File: config.mk
export PLATFORM = sky130hd
export DESIGN_NAME = wb_regfile
export DESIGN_NICKNAME = d
export VERILOG_FILES = /design/src/rtl/wb_regfile_pkg.sv /design/src/rtl/wb_regfile_mux.sv /design/src/rtl/wb_regfile.sv
export SDC_FILE = /design/constraint.sdc
export NUM_CORES = 2
export LEC_CHECK = 0
export ABC_CLOCK_PERIOD_IN_PS = 4500
export BUFFER_PORTS_ARGS = -buffer_cell sky130_fd_sc_hd__buf_2
export CAP_MARGIN = 20
export CORE_ASPECT_RATIO = 0.9
export CORE_MARGIN = 2
export CORE_UTILIZATION = 53
export CTS_BUF_LIST = sky130_fd_sc_hd__clkbuf_8
export CTS_CLUSTER_DIAMETER = 40
export DETAILED_ROUTE_END_ITERATION = 12
export PLACE_DENSITY = 0.71
export SYNTH_ARGS = -nofsm -noshare
export SYNTH_HDL_FRONTEND = slang
export SYNTH_SLANG_ARGS = --single-unit
File: constraint.sdc
create_clock -name clk -period 4.5 [get_ports clk]
set_clock_uncertainty 0.1 [all_clocks]
set_input_delay 1.35 -clock clk [delete_from_list [all_inputs] [get_ports clk]]
set_output_delay 1.35 -clock clk [all_outputs]
set_load 0.03 [all_outputs]
File: src/rtl/wb_regfile_pkg.sv
// Shared constants for the write-back stage and register file.
// Used by wb_regfile, wb_mux and the forwarding unit.
package wb_regfile_pkg;

    localparam int unsigned DATA_W_DEF = 32;
    localparam int unsigned ADDR_W_DEF = 5;

    localparam logic [DATA_W_DEF-1:0] WORD_ZERO     = '0;
    localparam logic [ADDR_W_DEF-1:0] REG_ZERO_ADDR = 5'd0;

    // mem_to_reg encoding
    typedef enum logic {
        WB_SEL_ALU = 1'b0,
        WB_SEL_MEM = 1'b1
    } wb_sel_e;

endpackage

File: src/rtl/wb_regfile_mux.sv
// 2:1 write-back select (memory data vs ALU result).
// Shared with the forwarding unit so both apply the identical selection.
module wb_mux
    import wb_regfile_pkg::*;
#(
    parameter int unsigned DATA_W = DATA_W_DEF
) (
    input  logic              sel_i,
    input  logic [DATA_W-1:0] mem_data_i,
    input  logic [DATA_W-1:0] alu_data_i,
    output logic [DATA_W-1:0] data_o
);

    always_comb begin
        data_o = alu_data_i;
        if (wb_sel_e'(sel_i) == WB_SEL_MEM) begin
            data_o = mem_data_i;
        end
    end

endmodule

File: src/rtl/wb_regfile.sv
// MEM/WB write-back end merged with the 32x32 register file and a retired-write counter.
// Optional same-cycle WB->ID bypass: define WB_REGFILE_BYPASS_EN.
module wb_regfile
    import wb_regfile_pkg::*;
#(
    parameter int unsigned DATA_W = DATA_W_DEF,
    parameter int unsigned ADDR_W = ADDR_W_DEF,
    parameter int unsigned NREGS  = 32,
    parameter int unsigned CNT_W  = 32
) (
    input  logic              clk,
    input  logic              rst,
    input  logic              reg_write,
    input  logic              mem_to_reg,
    input  logic [DATA_W-1:0] read_data,
    input  logic [ADDR_W-1:0] dst_reg,
    input  logic [DATA_W-1:0] alu_result,
    input  logic [ADDR_W-1:0] rs_addr,
    input  logic [ADDR_W-1:0] rt_addr,
    output logic [DATA_W-1:0] rs_data,
    output logic [DATA_W-1:0] rt_data,
    output logic [DATA_W-1:0] wb_data,
    output logic [CNT_W-1:0]  wb_count
);

    localparam logic [ADDR_W-1:0] ZERO_ADDR = ADDR_W'(REG_ZERO_ADDR);

    logic [DATA_W-1:0] regs_q [NREGS];
    logic [DATA_W-1:0] regs_d [NREGS];
    logic [CNT_W-1:0]  cnt_q, cnt_d;
    logic              commit;

    wb_mux #(.DATA_W(DATA_W)) u_wb_mux (
        .sel_i      (mem_to_reg),
        .mem_data_i (read_data),
        .alu_data_i (alu_result),
        .data_o     (wb_data)
    );

    // Writes to $0 are neither stored nor counted.
    assign commit = reg_write && (dst_reg != ZERO_ADDR);

    always_comb begin
        regs_d = regs_q;
        cnt_d  = cnt_q;
        if (commit) begin
            regs_d[dst_reg] = wb_data;
            cnt_d           = cnt_q + CNT_W'(1);
        end
    end

    always_ff @(posedge clk) begin
        if (rst) begin
            regs_q <= '{default: '0};
            cnt_q  <= '0;
        end else begin
            regs_q <= regs_d;
            cnt_q  <= cnt_d;
        end
    end

    assign wb_count = cnt_q;

    always_comb begin
        rs_data = '0;
        rt_data = '0;
        if (rs_addr != ZERO_ADDR) begin
            rs_data = regs_q[rs_addr];
`ifdef WB_REGFILE_BYPASS_EN
            if (!rst && commit && (rs_addr == dst_reg)) begin
                rs_data = wb_data;
            end
`endif
        end
        if (rt_addr != ZERO_ADDR) begin
            rt_data = regs_q[rt_addr];
`ifdef WB_REGFILE_BYPASS_EN
            if (!rst && commit && (rt_addr == dst_reg)) begin
                rt_data = wb_data;
            end
`endif
        end
    end

endmodule

==> summary by stage <==
Global route
The maximum number of pins on one net before global-route repair is 125. The final global-route overflow total is 0. The global-route wire length before repair is 289.7 mm. Global routing used 38.19% of the available tracks. The number of antenna violations at the first check in global routing is 15. The number of global-route vias before repair is 45190.

STA
The slew of the pin with the lowest slew margin is 0.8450 ns. Setup repair after global routing could not meet its margin everywhere. The time the worst path needs with I/O delays and setup is 4.626 ns. The max-slew headroom at the worst pin is 43.67%. In the final timing run, aggregate negative setup slack is -2.206 ns. The worst hold margin is 0.3806 ns. The number of hold-slack violations in the final timing report was 0.

The worst path uses 102.8% of the clock period. The setup-violating endpoint count in the final report is 48. The max-slew violation total from the final report came to 0. Across all setup checks in the final design, the least slack found is -0.1258 ns.

The top achievable clock speed is 0.2162 GHz.

Clock tree
The number of hold-repair buffers added at the cts stage is 0. TritonCTS built the clock tree. For the worst-skew pair, the clock arrives at the later sink with an insertion delay of 0.88 ns. Clock-pin slew was measured on the worst setup and hold paths at 0.06 ns. The total CTS buffers is 179.

The longest clock path from root to sink contains 3 buffers. The root buffer cell chosen for the clock tree is sky130_fd_sc_hd__clkbuf_8. The clock tree synthesis step divided the H-tree into 4 levels. Counting every sink on the clock net gives 1056.

Placed design
The final HPWL from detailed placement is 119.5 mm. Routability-driven placement finished with a final weighted congestion of 0.9257. Prior to clock tree synthesis, the placed netlist has a worst setup slack of -0.8132 ns.

The count of port buffers added during placement is 210.

Power
The share of total power dissipated in sequential elements is 44.2%. The standby leakage power is 0.02235 uW. The total power of the final layout is 21630 uW. The fraction of power consumed by combinational cells is 14.1%.

The peak supply drop is 0.2529 mV. The net switching power of the design is 6089 uW. Cell internal power was estimated by the tool at 15540 uW. Dividing total power by cell area gives a power density of 328.9 nW/um^2. Per report_power, the clock group accounts for 41.7% of the total. Net switching is 28.15% of the power.

Layout
The fraction of final layout cells with drive strength greater than 1 is 35.61%. The total area of multi-input combinational cells is 30340 sq um. At the end of the flow, the number of nets in the layout was 5429. The register area is 21140 sq um. The layout filler cell count is 6789. The fraction of the core area covered by cells at the end of the flow is 67.17%. The area growth from synthesis to layout is 25.87%.

Die
The floorplan step defined a die boundary enclosing 101100 sq um. The die boundary width is 335.0 microns. The initial core utilization is 53.37%.

The total I/O pin count is 211. The floorplan step set the die height to 301.9 microns. The area of the core region is 97920 sq um. In this run the core area contains 109 standard-cell rows.

Yosys
The count of yosys warnings during synthesis is 0. The share of the Yosys chip area taken by registers is 40.45%. In this run, synthesis inferred 0 flip-flops with an integrated enable. Counting distinct cell types in the post-synthesis netlist gives 47. The synthesized area is 52260 sq um. The register bit total from synthesis is 1056. The net count after synthesis is 5047. The average footprint of a synthesized cell is 10.53 sq um. The dominant synthesized flop cell is sky130_fd_sc_hd__dfxtp_1. Synthesis produced a netlist whose cell count is 4963.

The fraction of registers with async set or reset after synthesis is 0%.

Routing
The sum of routed wire length over all layers is 197.4 mm. The post-detailed-route DRC marker count is 0. The count of nets left with antenna violations after detail routing is 0. In this run, the number of DRC markers left after iteration 0 of detailed routing was 7108.

The via total after detailed routing is 46890. For this run, the detailed router's first-pass iteration total came to 8. The ratio of routed vias to standard cells is 6.928. Dividing the detail-routed wire length by the instance count gives 29.17 microns.

Setup path
Of all nets on the critical path, the largest fanout is 8. The data required time at the worst endpoint is 3.05 ns. The critical path is of the in -> out type. The worst setup path is launched from an input pin. The data arrival time of the critical path is 3.18 ns. The category of the worst setup path capture point is an output pin.

Run status
The flow ran to the end, but the final reports show violations. The checks that failed: negative setup slack.

Flow run
The tool flagged a number of max-cap violations equal to 0.

Worst hold path
In this run the worst hold path is classified as reg -> reg.
[worst max-delay path: stages]
cell	delay, ns
sky130_fd_sc_hd__buf_16	0.15
sky130_fd_sc_hd__buf_16	0.17
sky130_fd_sc_hd__buf_12	0.13
sky130_fd_sc_hd__mux4_2	0.49
sky130_fd_sc_hd__mux2_4	0.29
sky130_fd_sc_hd__o21ai_2	0.15
sky130_fd_sc_hd__buf_6	0.14
sky130_fd_sc_hd__a31oi_4	0.05
sky130_fd_sc_hd__buf_6	0.21
[timing repair]
action / 4_1_cts / 5_1_grt
setup buffers: 111 / 33
pin swaps: 41 / 54
setup endpoints to repair: 64 / 64
resized for setup: 468 / 146
gates cloned: 37 / 6
[metrics by stage]
step                instance area (sq um)  instances
CTS                                 65010       6734
global placement                    57440       6274
global route                        65760       6759
finish                              65780       6767
floorplan                           52380       4963
detailed placement                  57440       6274
[registers in the layout, summed over array words and instances, names as in the netlist]
| register | cells |
|---|---|
| regs_q | 1024 |
| wb_count | 32 |
[area by class of cell]
cell class / count / share of cell area [%]
antenna: 10 / 0.03804
clock buffer: 219 / 4.582
clock inverter: 98 / 1.046
inverter: 37 / 0.2111
multi-input combinational: 3267 / 46.13
sequential: 1056 / 32.14
tap: 1276 / 2.427
timing repair buffer: 804 / 13.43
[power groups by stage]
stage / clock (uW) / combinational, uW / sequential, uW
6_report: 9020 / 3060 / 9560
5_1_grt: 9440 / 3130 / 9570
4_1_cts: 8970 / 2890 / 9550
3_5_place_dp: 0 / 2440 / 9760
3_3_place_gp: 0 / 2420 / 9750
2_1_floorplan: 0 / 1390 / 9730
[Yosys cell counts (5+ instances only)]
master,n,area (sq um)
sky130_fd_sc_hd__nand2_1,59,221.5
sky130_fd_sc_hd__a221oi_1,17,148.9
sky130_fd_sc_hd__o21ai_0,59,295.3
sky130_fd_sc_hd__mux4_2,512,11530
sky130_fd_sc_hd__nor2_2,10,62.56
sky130_fd_sc_hd__clkbuf_1,369,1385
sky130_fd_sc_hd__mux2i_1,114,1141
sky130_fd_sc_hd__a22oi_1,47,352.8
sky130_fd_sc_hd__dfxtp_1,1056,21140
sky130_fd_sc_hd__mux2_2,111,1250
sky130_fd_sc_hd__nand3_1,12,60.06
sky130_fd_sc_hd__a31oi_1,47,294.0
sky130_fd_sc_hd__buf_2,172,860.8
sky130_fd_sc_hd__nor3_1,7,35.03
sky130_fd_sc_hd__nor2_1,1049,3938
sky130_fd_sc_hd__nor2_4,13,146.4
sky130_fd_sc_hd__xnor2_1,19,166.4
sky130_fd_sc_hd__buf_1,11,41.29
sky130_fd_sc_hd__o21ai_1,8,40.04
sky130_fd_sc_hd__nor2b_1,38,237.7
sky130_fd_sc_hd__a21oi_1,87,435.4
sky130_fd_sc_hd__nor4_1,8,50.05
sky130_fd_sc_hd__buf_4,51,382.9
sky130_fd_sc_hd__nand3b_1,5,37.54
sky130_fd_sc_hd__nand4_1,6,37.54
sky130_fd_sc_hd__a211oi_1,992,7447
sky130_fd_sc_hd__xor2_1,6,52.55
sky130_fd_sc_hd__inv_1,37,138.9
[worst paths after layout]
| path | from | to | slack [ns] | cells after the start |
|---|---|---|---|---|
| hold reg to reg | regs_q[1021] | regs_q[1021] | 0.38 | 1 |
| hold / removal | regs_q[1021] | regs_q[1021] | 0.38 | 1 |
| setup / recovery | rs_addr[1] | rs_data[3] | -0.13 | 9 |
| setup reg to reg | wb_count[11] | wb_count[29] | 2.16 | 4 |
[cells by family after synthesis]
kind of cell               synth area share [%]
AOI/OAI and AO/OA                         17.35
and+or+nand+nor                           9.716
DFF                                       40.45
muxes                                     26.64
buffers and inverters                     5.397
xor gates and xnor gates                 0.4190
adders and majority gates               0.02394
[per-layer routing]
layer  vias up  wire length (microns)  GRT usage (%)
li1      19600                      -              -
met1     22880                  72210          49.86
met2      3518                  84920          55.47
met3       866                  27540          12.26
met4        24                  12520          23.33
met5         -                    174              0
[layout by cell type (no fill, tap or decap), types with 70 or more instances in the layout]
master / count
sky130_fd_sc_hd__mux2i_1: 70
sky130_fd_sc_hd__nor2_1: 1035
sky130_fd_sc_hd__mux2_2: 78
sky130_fd_sc_hd__inv_1: 94
sky130_fd_sc_hd__buf_2: 138
sky130_fd_sc_hd__buf_12: 112
sky130_fd_sc_hd__buf_6: 108
sky130_fd_sc_hd__mux4_2: 512
sky130_fd_sc_hd__a211oi_1: 992
sky130_fd_sc_hd__clkbuf_8: 219
sky130_fd_sc_hd__buf_4: 370
sky130_fd_sc_hd__dfxtp_1: 1056
Power figures use the tool's default switching activity.
